**config.mk**
```make
export PLATFORM = sky130hd
export DESIGN_NAME = lsu_dmem_flat
export DESIGN_NICKNAME = d
export VERILOG_FILES = /design/src/rtl/lsu_dmem_pkg.sv /design/src/rtl/lsu_dmem_if.sv /design/src/rtl/lsu_load_align.sv /design/src/rtl/lsu_dmem.sv /design/src/flat_wrapper.sv
export SDC_FILE = /design/constraint.sdc
export NUM_CORES = 1
export LEC_CHECK = 0
export CAP_MARGIN = 10
export CORE_ASPECT_RATIO = 2
export CORE_MARGIN = 2
export CORE_UTILIZATION = 39
export CTS_BUF_LIST = sky130_fd_sc_hd__clkbuf_4 sky130_fd_sc_hd__clkbuf_8
export CTS_CLUSTER_SIZE = 40
export DETAILED_ROUTE_END_ITERATION = 12
export GPL_TIMING_DRIVEN = 0
export MAX_ROUTING_LAYER = met4
export PLACE_DENSITY_LB_ADDON = 0.05
export RECOVER_POWER = 100
export SLEW_MARGIN = 20
export SYNTH_ARGS = -nofsm -noshare
export SYNTH_HDL_FRONTEND = slang
export SYNTH_SLANG_ARGS = --single-unit
```
**constraint.sdc**
```tcl
create_clock -name clk -period 1.75 [get_ports clk]
set_input_delay 0.175 -clock clk [delete_from_list [all_inputs] [get_ports clk]]
set_output_delay 0.175 -clock clk [all_outputs]
set_load 0.01 [all_outputs]
```
**src/rtl/lsu_dmem_pkg.sv**
```systemverilog
// Shared definitions for the RV32I load/store unit.
//   - funct3 width/sign encodings (F3_B, F3_H, F3_W, F3_BU, F3_HU)
//   - LSU FSM state encoding (IDLE, WAIT, DONE)
//   - helpers for access legality, byte-enable and store-lane generation
package lsu_dmem_pkg;

    localparam logic [2:0] F3_B  = 3'b000;
    localparam logic [2:0] F3_H  = 3'b001;
    localparam logic [2:0] F3_W  = 3'b010;
    localparam logic [2:0] F3_BU = 3'b100;
    localparam logic [2:0] F3_HU = 3'b101;

    typedef enum logic [1:0] {
        IDLE = 2'd0,
        WAIT = 2'd1,
        DONE = 2'd2
    } lsu_state_e;

    // An access is legal when funct3 names a width this direction supports
    // and the address is naturally aligned for that width.
    function automatic logic access_legal(input logic       st,
                                          input logic [2:0] f3,
                                          input logic [1:0] off);
        logic ok;
        ok = 1'b0;
        case (f3)
            F3_B:    ok = 1'b1;
            F3_H:    ok = ~off[0];
            F3_W:    ok = (off == 2'b00);
            F3_BU:   ok = ~st;
            F3_HU:   ok = ~st & ~off[0];
            default: ok = 1'b0;
        endcase
        return ok;
    endfunction

    // funct3[1:0] carries the access size for both signed and unsigned loads.
    function automatic logic [3:0] lane_be(input logic [2:0] f3,
                                           input logic [1:0] off);
        logic [3:0] be;
        case (f3[1:0])
            2'b00:   be = 4'b0001 << off;
            2'b01:   be = off[1] ? 4'b1100 : 4'b0011;
            default: be = 4'b1111;
        endcase
        return be;
    endfunction

    // Store data is replicated into every lane so the byte enables alone
    // select which bytes memory writes.
    function automatic logic [31:0] lane_wdata(input logic [2:0]  f3,
                                               input logic [31:0] data);
        logic [31:0] wd;
        case (f3[1:0])
            2'b00:   wd = {4{data[7:0]}};
            2'b01:   wd = {2{data[15:0]}};
            default: wd = data;
        endcase
        return wd;
    endfunction

endpackage

```
**src/rtl/lsu_dmem_if.sv**
```systemverilog
// Data-memory bus between the LSU (master) and data memory (slave).
//   dmem_req   master->slave  request valid, held until dmem_ack
//   dmem_we    master->slave  write enable
//   dmem_be    master->slave  byte enables
//   dmem_addr  master->slave  word-aligned byte address
//   dmem_wdata master->slave  lane-replicated store data
//   dmem_rdata slave->master  read word, valid in the dmem_ack cycle
//   dmem_ack   slave->master  access complete
// Handshake: a transfer completes in the cycle where dmem_req and dmem_ack
// are both high; the master keeps every request field stable from the first
// dmem_req cycle through that cycle. dmem_ack without dmem_req is ignored.
interface lsu_dmem_if #(
    parameter int ADDR_W = 32,
    parameter int XLEN   = 32
);
    logic                 dmem_req;
    logic                 dmem_we;
    logic [XLEN/8-1:0]    dmem_be;
    logic [ADDR_W-1:0]    dmem_addr;
    logic [XLEN-1:0]      dmem_wdata;
    logic [XLEN-1:0]      dmem_rdata;
    logic                 dmem_ack;

    modport master (
        output dmem_req, dmem_we, dmem_be, dmem_addr, dmem_wdata,
        input  dmem_rdata, dmem_ack
    );

    modport slave (
        input  dmem_req, dmem_we, dmem_be, dmem_addr, dmem_wdata,
        output dmem_rdata, dmem_ack
    );
endinterface

```
**src/rtl/lsu_load_align.sv**
```systemverilog
// Load formatter: picks the addressed byte/halfword out of a memory word and
// sign- or zero-extends it according to funct3. Purely combinational.
//   rdata  in   raw 32-bit word from memory
//   offset in   byte offset addr[1:0] of the access
//   funct3 in   RV32I load width/sign field
//   value  out  formatted 32-bit load result
module lsu_load_align
    import lsu_dmem_pkg::*;
(
    input  logic [31:0] rdata,
    input  logic [1:0]  offset,
    input  logic [2:0]  funct3,
    output logic [31:0] value
);
    logic [7:0]  byte_lane;
    logic [15:0] half_lane;

    always_comb begin
        byte_lane = rdata[{offset, 3'b000} +: 8];
        half_lane = offset[1] ? rdata[31:16] : rdata[15:0];
        case (funct3)
            F3_B:    value = {{24{byte_lane[7]}}, byte_lane};
            F3_BU:   value = {24'b0, byte_lane};
            F3_H:    value = {{16{half_lane[15]}}, half_lane};
            F3_HU:   value = {16'b0, half_lane};
            default: value = rdata;
        endcase
    end
endmodule

```
**src/rtl/lsu_dmem.sv**
```systemverilog
// RV32I load/store unit. Accepts a memory instruction (start), checks its
// legality, runs one req/ack transaction on the data-memory bus and returns
// the formatted, registered load value for the writeback mux.
//   clk, rst      clock, synchronous active-high reset
//   start         memory instruction presented this cycle
//   is_store      1 = store, 0 = load (sampled with start)
//   funct3        RV32I width/sign field
//   addr          effective address
//   store_data    rs2 value
//   mem_read      registered load result
//   stall         hold PC/pipeline while an access is in flight
//   done          one-cycle completion pulse
//   misaligned    one-cycle exception pulse (misaligned or illegal funct3)
//   state_dbg     current FSM state
//   dmem          data-memory bus (master side)
module lsu_dmem
    import lsu_dmem_pkg::*;
#(
    parameter int ADDR_W = 32,
    parameter int XLEN   = 32
)(
    input  logic              clk,
    input  logic              rst,
    input  logic              start,
    input  logic              is_store,
    input  logic [2:0]        funct3,
    input  logic [ADDR_W-1:0] addr,
    input  logic [XLEN-1:0]   store_data,
    output logic [XLEN-1:0]   mem_read,
    output logic              stall,
    output logic              done,
    output logic              misaligned,
    output lsu_state_e        state_dbg,
    lsu_dmem_if.master        dmem
);
    lsu_state_e  state;
    logic        legal;
    logic [2:0]  f3_q;
    logic [1:0]  off_q;
    logic [31:0] load_value;

    assign legal     = access_legal(is_store, funct3, addr[1:0]);
    assign state_dbg = state;

    // The start cycle must already hold the pipeline, so stall is not
    // registered; an illegal access never stalls.
    assign stall = (state == WAIT) || ((state == IDLE) && start && legal);

    // Formatting uses the offset/funct3 captured at start, since the core's
    // addr/funct3 inputs are free to change while we wait for memory.
    lsu_load_align u_align (
        .rdata  (dmem.dmem_rdata),
        .offset (off_q),
        .funct3 (f3_q),
        .value  (load_value)
    );

    always_ff @(posedge clk) begin
        if (rst) begin
            state           <= IDLE;
            mem_read        <= '0;
            done            <= 1'b0;
            misaligned      <= 1'b0;
            f3_q            <= '0;
            off_q           <= '0;
            dmem.dmem_req   <= 1'b0;
            dmem.dmem_we    <= 1'b0;
            dmem.dmem_be    <= '0;
            dmem.dmem_addr  <= '0;
            dmem.dmem_wdata <= '0;
        end else begin
            done       <= 1'b0;
            misaligned <= 1'b0;
            case (state)
                IDLE: begin
                    if (start) begin
                        if (legal) begin
                            dmem.dmem_req   <= 1'b1;
                            dmem.dmem_we    <= is_store;
                            dmem.dmem_be    <= lane_be(funct3, addr[1:0]);
                            dmem.dmem_addr  <= {addr[ADDR_W-1:2], 2'b00};
                            dmem.dmem_wdata <= lane_wdata(funct3, store_data);
                            f3_q            <= funct3;
                            off_q           <= addr[1:0];
                            state           <= WAIT;
                        end else begin
                            misaligned <= 1'b1;
                        end
                    end
                end
                WAIT: begin
                    if (dmem.dmem_ack) begin
                        dmem.dmem_req <= 1'b0;
                        if (!dmem.dmem_we) begin
                            mem_read <= load_value;
                        end
                        done  <= 1'b1;
                        state <= DONE;
                    end
                end
                DONE: begin
                    // The core advances at the end of this cycle; a start
                    // seen here belongs to the instruction just completed.
                    state <= IDLE;
                end
                default: begin
                    state <= IDLE;
                end
            endcase
        end
    end
endmodule

```
**src/flat_wrapper.sv**
```systemverilog
// flat-port wrapper written by rule: the top's interface ports become plain ports
module lsu_dmem_flat import lsu_dmem_pkg::*;
#(
    parameter int ADDR_W = 32,
    parameter int XLEN   = 32
)
  (clk, rst, start, is_store, funct3, addr, store_data, mem_read, stall, done, misaligned, state_dbg, dmem_dmem_req, dmem_dmem_we, dmem_dmem_be, dmem_dmem_addr, dmem_dmem_wdata, dmem_dmem_rdata, dmem_dmem_ack);
  lsu_dmem_if #(.ADDR_W(ADDR_W), .XLEN(XLEN)) dmem_i ();
  input  logic clk;
  input  logic rst;
  input  logic start;
  input  logic is_store;
  input  logic [2:0] funct3;
  input  logic [ADDR_W-1:0] addr;
  input  logic [XLEN-1:0] store_data;
  output logic [XLEN-1:0] mem_read;
  output logic stall;
  output logic done;
  output logic misaligned;
  output lsu_state_e state_dbg;
  output wire logic [$bits(dmem_i.dmem_req)-1:0] dmem_dmem_req;
  output wire logic [$bits(dmem_i.dmem_we)-1:0] dmem_dmem_we;
  output wire logic [$bits(dmem_i.dmem_be)-1:0] dmem_dmem_be;
  output wire logic [$bits(dmem_i.dmem_addr)-1:0] dmem_dmem_addr;
  output wire logic [$bits(dmem_i.dmem_wdata)-1:0] dmem_dmem_wdata;
  input wire logic [$bits(dmem_i.dmem_rdata)-1:0] dmem_dmem_rdata;
  input wire logic [$bits(dmem_i.dmem_ack)-1:0] dmem_dmem_ack;
  assign dmem_dmem_req = dmem_i.dmem_req;
  assign dmem_dmem_we = dmem_i.dmem_we;
  assign dmem_dmem_be = dmem_i.dmem_be;
  assign dmem_dmem_addr = dmem_i.dmem_addr;
  assign dmem_dmem_wdata = dmem_i.dmem_wdata;
  assign dmem_i.dmem_rdata = dmem_dmem_rdata;
  assign dmem_i.dmem_ack = dmem_dmem_ack;
  lsu_dmem #(.ADDR_W(ADDR_W), .XLEN(XLEN)) u_core (.clk(clk), .rst(rst), .start(start), .is_store(is_store), .funct3(funct3), .addr(addr), .store_data(store_data), .mem_read(mem_read), .stall(stall), .done(done), .misaligned(misaligned), .state_dbg(state_dbg), .dmem(dmem_i));
endmodule
```
==> Word-level counts from Yosys, hierarchy flattened <==
Cells that the tools add are included.
{ "word_totals": {"regBits": 109, "input_bits": 104, "elab_cells": 63} }
{ "op_classes": {"eq_ne": 12, "shift": 2, "mux": 16, "bitwise": 7, "n_reduce_logical": 15} }
{ "op_table": {"columns": ["cell", "count"], "rows": [
  ["$pmux W32 S4", 1],
  ["$pmux W32 S2", 1],
  ["$shiftx A32 B6 Y8", 1],
  ["$mux W16", 1],
  ["$eq A3 B3 Y1 const B", 4],
  ["$reduce_and A3 Y1", 3],
  ["$pmux W4 S2", 1],
  ["$eq A3 B1 Y1 const B", 2],
  ["$logic_not A2 Y1", 3],
  ["$logic_not A3 Y1", 2],
  ["$mux W2", 3],
  ["$not A1 Y1", 6],
  ["$mux W1", 5],
  ["$pmux W1 S5", 1],
  ["$eq A2 B1 Y1 const B", 2],
  ["$mux W4", 1],
  ["$ne A2 B2 Y1 const B", 2],
  ["$pmux W2 S2", 1],
  ["$reduce_and A4 Y1", 1],
  ["$shl A1 B2 Y4 const A", 1],
  ["$eq A3 B2 Y1 const B", 1],
  ["$reduce_or A3 Y1", 1],
  ["$logic_and A1 B1 Y1", 2],
  ["$ne A2 B1 Y1 const B", 1],
  ["5 further kinds", 5]
]} }

==> Longest topological paths before layout <==
{ "depth": {"depth_word": 6, "mapped_depth": 6, "mapped_depth_nobuf": 4} }

==> Modules after synthesis <==
A second synthesis with hierarchy kept.
{ "unflattened": {"hier_cells": 659, "hier_area_um2": 5627.9} }
{ "modules_own_cells": {"columns": ["mod", "n_inst", "cells_each", "area_each_um2", "seq_area_each_um2"], "rows": [
  ["lsu_dmem", 1, 548, 4907.2, 2182.1],
  ["lsu_load_align", 1, 111, 720.7, 0.0]
]} }

==> Worst setup path before layout <==
No wires, ideal clock.
{ "synth_path": {"kind": "register to output", "startpoint": "register u_core.state[1] (netlist: u_core.state_dbg[1])", "endpoint": "output port stall", "arrival_ps": 1589, "required_time_ps": 1575, "path_slack_ps": -14, "path_stages_with_launch": 6, "cell_sequence": "dfxtp_1 > or3b_2 > a21o_1 > clkbuf_1 > clkbuf_1 > o21ai_0"} }
{ "synth_via": {"elab_chain_len": 4, "word_cells_on_any_way": 5, "classes_between": "1 x eq/ne; 4 x reduce/logical"} }
{ "synth_rtl": {"columns": ["item", "line_no", "text"], "rows": [
  ["from (decl)", "lsu_dmem.sv:36", "lsu_state_e state;"],
  ["from (signal assigned)", "lsu_dmem.sv:60", "state <= IDLE;"],
  ["from (signal assigned)", "lsu_dmem.sv:85", "state <= WAIT;"],
  ["from (signal assigned)", "lsu_dmem.sv:98", "state <= DONE;"],
  ["$logic_not A2 Y1", "lsu_dmem.sv:47", "assign stall = (state == WAIT) || ((state == IDLE) && start && legal);"],
  ["$logic_and A1 B1 Y1 (2 in series)", "lsu_dmem.sv:47", null],
  ["$logic_or A1 B1 Y1 *", "lsu_dmem.sv:47", null],
  ["to (decl)", "flat_wrapper.sv:17", "output logic stall;"]
]} }
Every way passes the cells marked *; elsewhere a longest branch is shown, timed or not.

==> Worst setup path in the final report <==
Same ends and word-level chain as after synthesis.

==> results.cfg <==
[route]
drt_iter0_drc = 202
antenna_left = 0
drc_errors = 0
via_count = 5241
routedWlPerCell_um = 18.9
vias_per_cell = 5.38
drtPass1Iterations = 5
wirelength_mm = 18.4

[synth]
synth_flop_cell = dfxtp_1
synth_seq_cells = 109
synth_common_cells = nand2_1, dfxtp_1, a21oi_1, nor2_1, clkbuf_1
synth.avg_cell_area_um2 = 8.14
ys_seq_area_share_pct = 46.7
synth_edf_count = 0
synth_cells = 574
synth_area_leader_cell = dfxtp_1
synth_top_area_share_pct = 46.7
synth_most_common_cell = nand2_1
synthArstFlopShare_pct = 0
yosys_warnings = 0
synthTopCellsByArea = dfxtp_1, nand2_1, a21oi_1
ys_types = 42
netlist_area_mm2 = 0.00467

[global_routing]
track_usage_pct = 27.6
grt_overflow = 0
grt_max_degree = 18
grt_antenna_before_repair = 0
grt_pass1_wl_mm = 26.5
grt_pass1_vias = 5166

[setup_path]
crit_path_start_kind = flop
reg2reg_depth = 9
worst_ep_arrival_time_ns = 1.82
startpoint = u_core.state_dbg[1]
path_class = flop to primary output
path_max_fanout = 4
setup.worst_path.end = stall
r2r_start = u_core.state_dbg[1]
cp.required_ns = 1.57
rr_endpoint = u_core.dmem.dmem_wdata[25]
r2r_slack_ns = -0.12
critPathCaptureType = primary output

[cts]
root_buffer = clkbuf_8
clock_path_buffers = 2
htreeDepth = 3
cts_sinks = 109
cts_hold_buffers = 0
clk_pin_slew_worst_paths_ns = 0.11
numCtsBuffers = 9
cts_tree = done
clk_latency_ns = 0.38

[timing]
slew_violations = 0
fin_crit_sh_pct = 114
fin_crit_ns = 1.99
fin_worst_skew_ns = 0.0105
hold_ws_ns = 0.235
max_slew.worst_pin.slew_ns = 0.750
finalSetupTns_ns = -4.43
relSlewSlack_pct = 50.0
final-setup-viol-count = 76
fmax_mhz = 502
finalHoldViolations = 0
rsz0062_at_grt = true
fin_ws_ns = -0.244

[place]
io_buffers = 208
place_congestion = 0.961
dp_hpwl_mm = 13.4
post-place-ws_ns = -1.10

[layout]
drive_above_1_share_pct = 18.8
diodes = 0
nets = 929
syn_to_final_growth_pct = 71.1

[job]
cap_violations = 0

[floorplanning]
start_util_pct = 39.9
core_mm2 = 0.0117
rows = 56
die_w_um = 81.4
io-pin-count = 211
dieHeight_um = 159
dieArea_mm2 = 0.0129

[pwr]
p_per_area_mw_per_mm2 = 714
total_power_uw = 5710
max-vdd-ir-drop_v = 0.000486
p_leak_uw = 0.00315

[outcome]
status = finished with violations
violations = setup timing

[min_path]
holdPathStages = 3
hold_path_class = input port to flop
## how the worst min path moves through the flow
stage                                         start                        end  slack (ns)
after floorplan                           funct3[2]             u_core.f3_q[2]        0.31
after global placement    u_core.dmem.dmem_addr[24]  u_core.dmem.dmem_addr[24]        0.44
after detailed placement  u_core.dmem.dmem_addr[30]  u_core.dmem.dmem_addr[30]        0.45
after CTS                                 funct3[2]             u_core.f3_q[2]        0.21
after global routing                      funct3[2]             u_core.f3_q[2]        0.24
final                                     funct3[2]             u_core.f3_q[2]        0.24
## registers in the layout, indices dropped and copies added (netlist names)
signal and count:
u_core.dmem.dmem_addr 30, u_core.dmem.dmem_be 4, u_core.dmem.dmem_req 1, u_core.dmem.dmem_wdata 32
u_core.dmem.dmem_we 1, u_core.done 1, u_core.f3_q 3, u_core.mem_read 32
u_core.misaligned 1, u_core.off_q 2, u_core.state_dbg 2
## repair_timing
item / in CTS / in global routing
gates resized for setup: 60 / 106
pin swaps: 3 / 24
gates cloned: 0 / 7
endpoints found under the setup margin: 106 / 103
setup buffers: 13 / 19
## power breakdown
part / internal [uW] / switching, uW
Combinational: 699 / 618
Sequential: 2600 / 66.5
Clock: 824 / 903
## cells by family (layout without fill, tap and decap cells)
logic type,count (synthesis),after routing,share of synthesized area (%)
buffers and inverters,56,311,4.92
and+or+nand+nor,219,219,19.7
DFF,109,109,46.7
other,1,2,0.0802
AOI/OAI and AO/OA,160,160,22.2
muxes,29,29,6.45
## worst max-delay path, stage by stage, from the launching register on
cell       delay, ns
dfxtp_4         0.37
or3b_4          0.41
a21o_1          0.19
clkbuf_8        0.15
clkbuf_16       0.14
o21ai_2         0.05
buf_2           0.14
## layout by cell type, fill, tap and decap left out, drive strengths merged, types with 6 or more instances in the layout
cell           instances
o22ai                  6
o211ai                 8
a211oi                35
nor2                  52
clkbuf                41
buf                   52
a311oi                10
clkdlybuf4s50         99
nor3b                 10
a2111oi                6
mux2                   9
dfxtp                109
nand2                138
dlygate4sd3          104
mux2i                 20
o21ai                 12
a21oi                 68
## area by class of cell
type	instances	area, um2
fill	948	3700
multi-input combinational	410	2550
timing repair buffer	246	2520
sequential	109	2200
buffer	44	320
tap	145	181
clock buffer	10	131
clock inverter	6	86.3
inverter	5	18.8
## stage by stage
stage	util, %	instance area, um2	std cells
global route	68.4	8000	975
detailed placement	59.3	6940	928
CTS	63.2	7400	954
finish	68.4	8000	975
global placement	59.3	6940	928
floorplan	-	4680	575
## metal layers
layer	GRT usage, %	vias to the layer above	part of all wire, %
met5	-	-	0
met4	15.4	0	5.5
met3	4.83	71	4.9
met2	49.3	221	56
met1	26.7	2442	34
li1	-	2507	-
Power figures use the tool's default switching activity.
==> edit (same flow settings) <==
`ADDR_W` is set to 32 in 3 places; all go to 28.
--- a/src/rtl/lsu_dmem_if.sv
+++ b/src/rtl/lsu_dmem_if.sv
@@ -11,5 +11,5 @@
 // dmem_req cycle through that cycle. dmem_ack without dmem_req is ignored.
 interface lsu_dmem_if #(
-    parameter int ADDR_W = 32,
+    parameter int ADDR_W = 28,
     parameter int XLEN   = 32
 );
--- a/src/rtl/lsu_dmem.sv
+++ b/src/rtl/lsu_dmem.sv
@@ -17,5 +17,5 @@
     import lsu_dmem_pkg::*;
 #(
-    parameter int ADDR_W = 32,
+    parameter int ADDR_W = 28,
     parameter int XLEN   = 32
 )(
--- a/src/flat_wrapper.sv
+++ b/src/flat_wrapper.sv
@@ -2,5 +2,5 @@
 module lsu_dmem_flat import lsu_dmem_pkg::*;
 #(
-    parameter int ADDR_W = 32,
+    parameter int ADDR_W = 28,
     parameter int XLEN   = 32
 )
Ports: changed (resized addr and dmem_dmem_addr); port bits go from 211 to 203. The function was not compared with the original's and may differ.
==> edit against the original RTL <==
The run still ends with negative setup slack left. Clock skew increased by 0.0055 ns. Total power decreased by 6.2%. Sequential cell count decreased by 4. Clock power decreased by 2%. Combinational power decreased by 17%. Final area decreased by 11%. First-iteration DRC count increased by 40%. Register-to-register slack improved by 0.18 ns. Wire length decreased by 18%. Area after synthesis decreased by 2.1%. Critical path type unchanged. Worst setup slack improved by 0.24 ns.
==> edit: results (changes against the original RTL) <==
Critical path
The path depth of the worst reg2reg path came to 5 (-4). The register-to-register setup slack came to 0.06 ns (+0.18 ns). The worst reg2reg path endpoint is u_core.mem_read[15].

Timing
The worst-margin pin slew is 0.6901 ns (-0.05960 ns). The number of setup violations in the final report was 1 (-99%). The worst clock skew is 0.01597 ns (+0.005516 ns). The share of the clock period used by the worst path came to 1.004 (-0.1348). The minimum setup slack in the final design is -0.007600 ns (+0.2359 ns). The total negative slack for setup checks was -0.007600 ns (+4.424 ns).

Pwr
The leakage power total is 2.484 nW (-21%).

Layout
The fraction of layout instances using a drive strength above 1 is 0.09359 (-0.09436). The net count of the finished layout came to 875 (-5.8%).

Global routing
The global-route usage over all layers was 0.2508 (-0.02497). The wire length of the first global-routing pass is 23770 µm (-10%).

Route
The number of violations reported at the end of detailed-routing iteration 0 is 282 (+40%). The detailed-routing iteration count for the pre-antenna-repair pass was 4 (-1). The average wire per standard cell is 16.33 µm (-13%).

The detailed-route via count was 4757 (-9.2%).

Synthesis
Sorting the synthesized cells by area gives the leading types as dfxtp_1 (46%), nand2_1 (11%), a21oi_1 (6.3%), a211oi_1 (5.9%), nor2_1 (4.5%). The number of distinct library cells after synthesis came to 40 (-4.8%).

Hold path
The critical hold path startpoint is addr[1].

Placed design
The number of port buffers is 199 (-4.3%). The detailed placement HPWL is 11550 µm (-14%). The routability congestion estimate is 0.8822 (-8.2%).

Run status
The run finished, with violations left. The final reports fail on negative setup slack.
edit: cell count changes in the layout (fill, tap and decap cells not counted), sizes merged, moves of 4 or more:
| cell | change |
|---|---|
| clkdlybuf4s50 | +95 |
| o21ai | +4 |
| inv | -4 |
| dfxtp | -4 |
| o22ai | -6 |
| a21oi | -9 |
| buf | -28 |
| a2bb2oi | +5 |
| nor2b | +5 |
| dlygate4sd3 | -104 |
| nand2 | -5 |
edit: worst min path at each step:
stage                     depth (start not counted)  slack, ns                   endpoint
after floorplan                                   2       0.31             u_core.f3_q[2]
after global placement                            2       0.44  u_core.dmem.dmem_addr[25]
after detailed placement                          2       0.45  u_core.dmem.dmem_addr[16]
after CTS                                         3       0.24            u_core.off_q[1]
after global routing                              3       0.28            u_core.off_q[1]
final                                             3       0.27            u_core.off_q[1]
edit: power by group through the flow:
stage | Combinational [mW] | Sequential [mW] | Clock, mW
2_1_floorplan | 0.412 | 2.67 | 0
3_3_place_gp | 1.07 | 2.62 | 0
3_5_place_dp | 1.07 | 2.62 | 0
4_1_cts | 1.09 | 2.57 | 1.73
5_1_grt | 1.19 | 2.58 | 1.82
6_report | 1.10 | 2.57 | 1.69
edit: metrics by stage:
stage	setup WS [ns]	utilization	total power [mW]	cell area, µm²
detailed placement	-0.9443	0.5842	3.694	6754
floorplan	0.09564	-	3.082	4581
finish	-0.007600	0.6136	5.353	7094
global placement	-0.9212	0.5842	3.685	6754
CTS	-0.04223	0.6086	5.383	7036
global route	-0.06639	0.6136	5.598	7094
edit: timing repair:
action                     4_1_cts  5_1_grt
pin swaps                        6        3
setup endpoints to repair       58       40
hold buffers                     0        0
buffers inserted                 5        2
gates resized for setup         22       22
edit: tightest hold or removal path: stages:
cell and delay, ns:
dlygate4sd2_1 0.29, nand2_1 0.08, a21oi_1 0.05
edit: cell families (layout without fill, tap and decap cells):
logic type / Yosys count / count (layout) / share of synthesized area
AOI/OAI and AO/OA: 154 / 154 / 0.2220
buffers and inverters: 50 / 271 / 0.04675
muxes: 30 / 30 / 0.07162
other: 1 / 2 / 0.0008193
DFF: 105 / 105 / 0.4593
and+or+nand+nor: 218 / 218 / 0.1996
edit: cell type report:
cell class | count | area [µm²] | area share
plain buffers | 47 | 242.7 | 0.03422
clock buffers | 11 | 145.1 | 0.02046
clock inverters | 5 | 78.83 | 0.01111
inverters | 2 | 7.507 | 0.001058
multi-input cells | 404 | 2290 | 0.3228
flip-flops and latches | 105 | 2105 | 0.2966
well taps | 145 | 181.4 | 0.02557
repair buffers | 206 | 2044 | 0.2882
edit: routing by layer:
layer,wire length (µm),GRT usage
met1,6458,0.3035
met2,7334,0.4060
met3,884,0.04989
met4,428,0.1001
met5,0,-
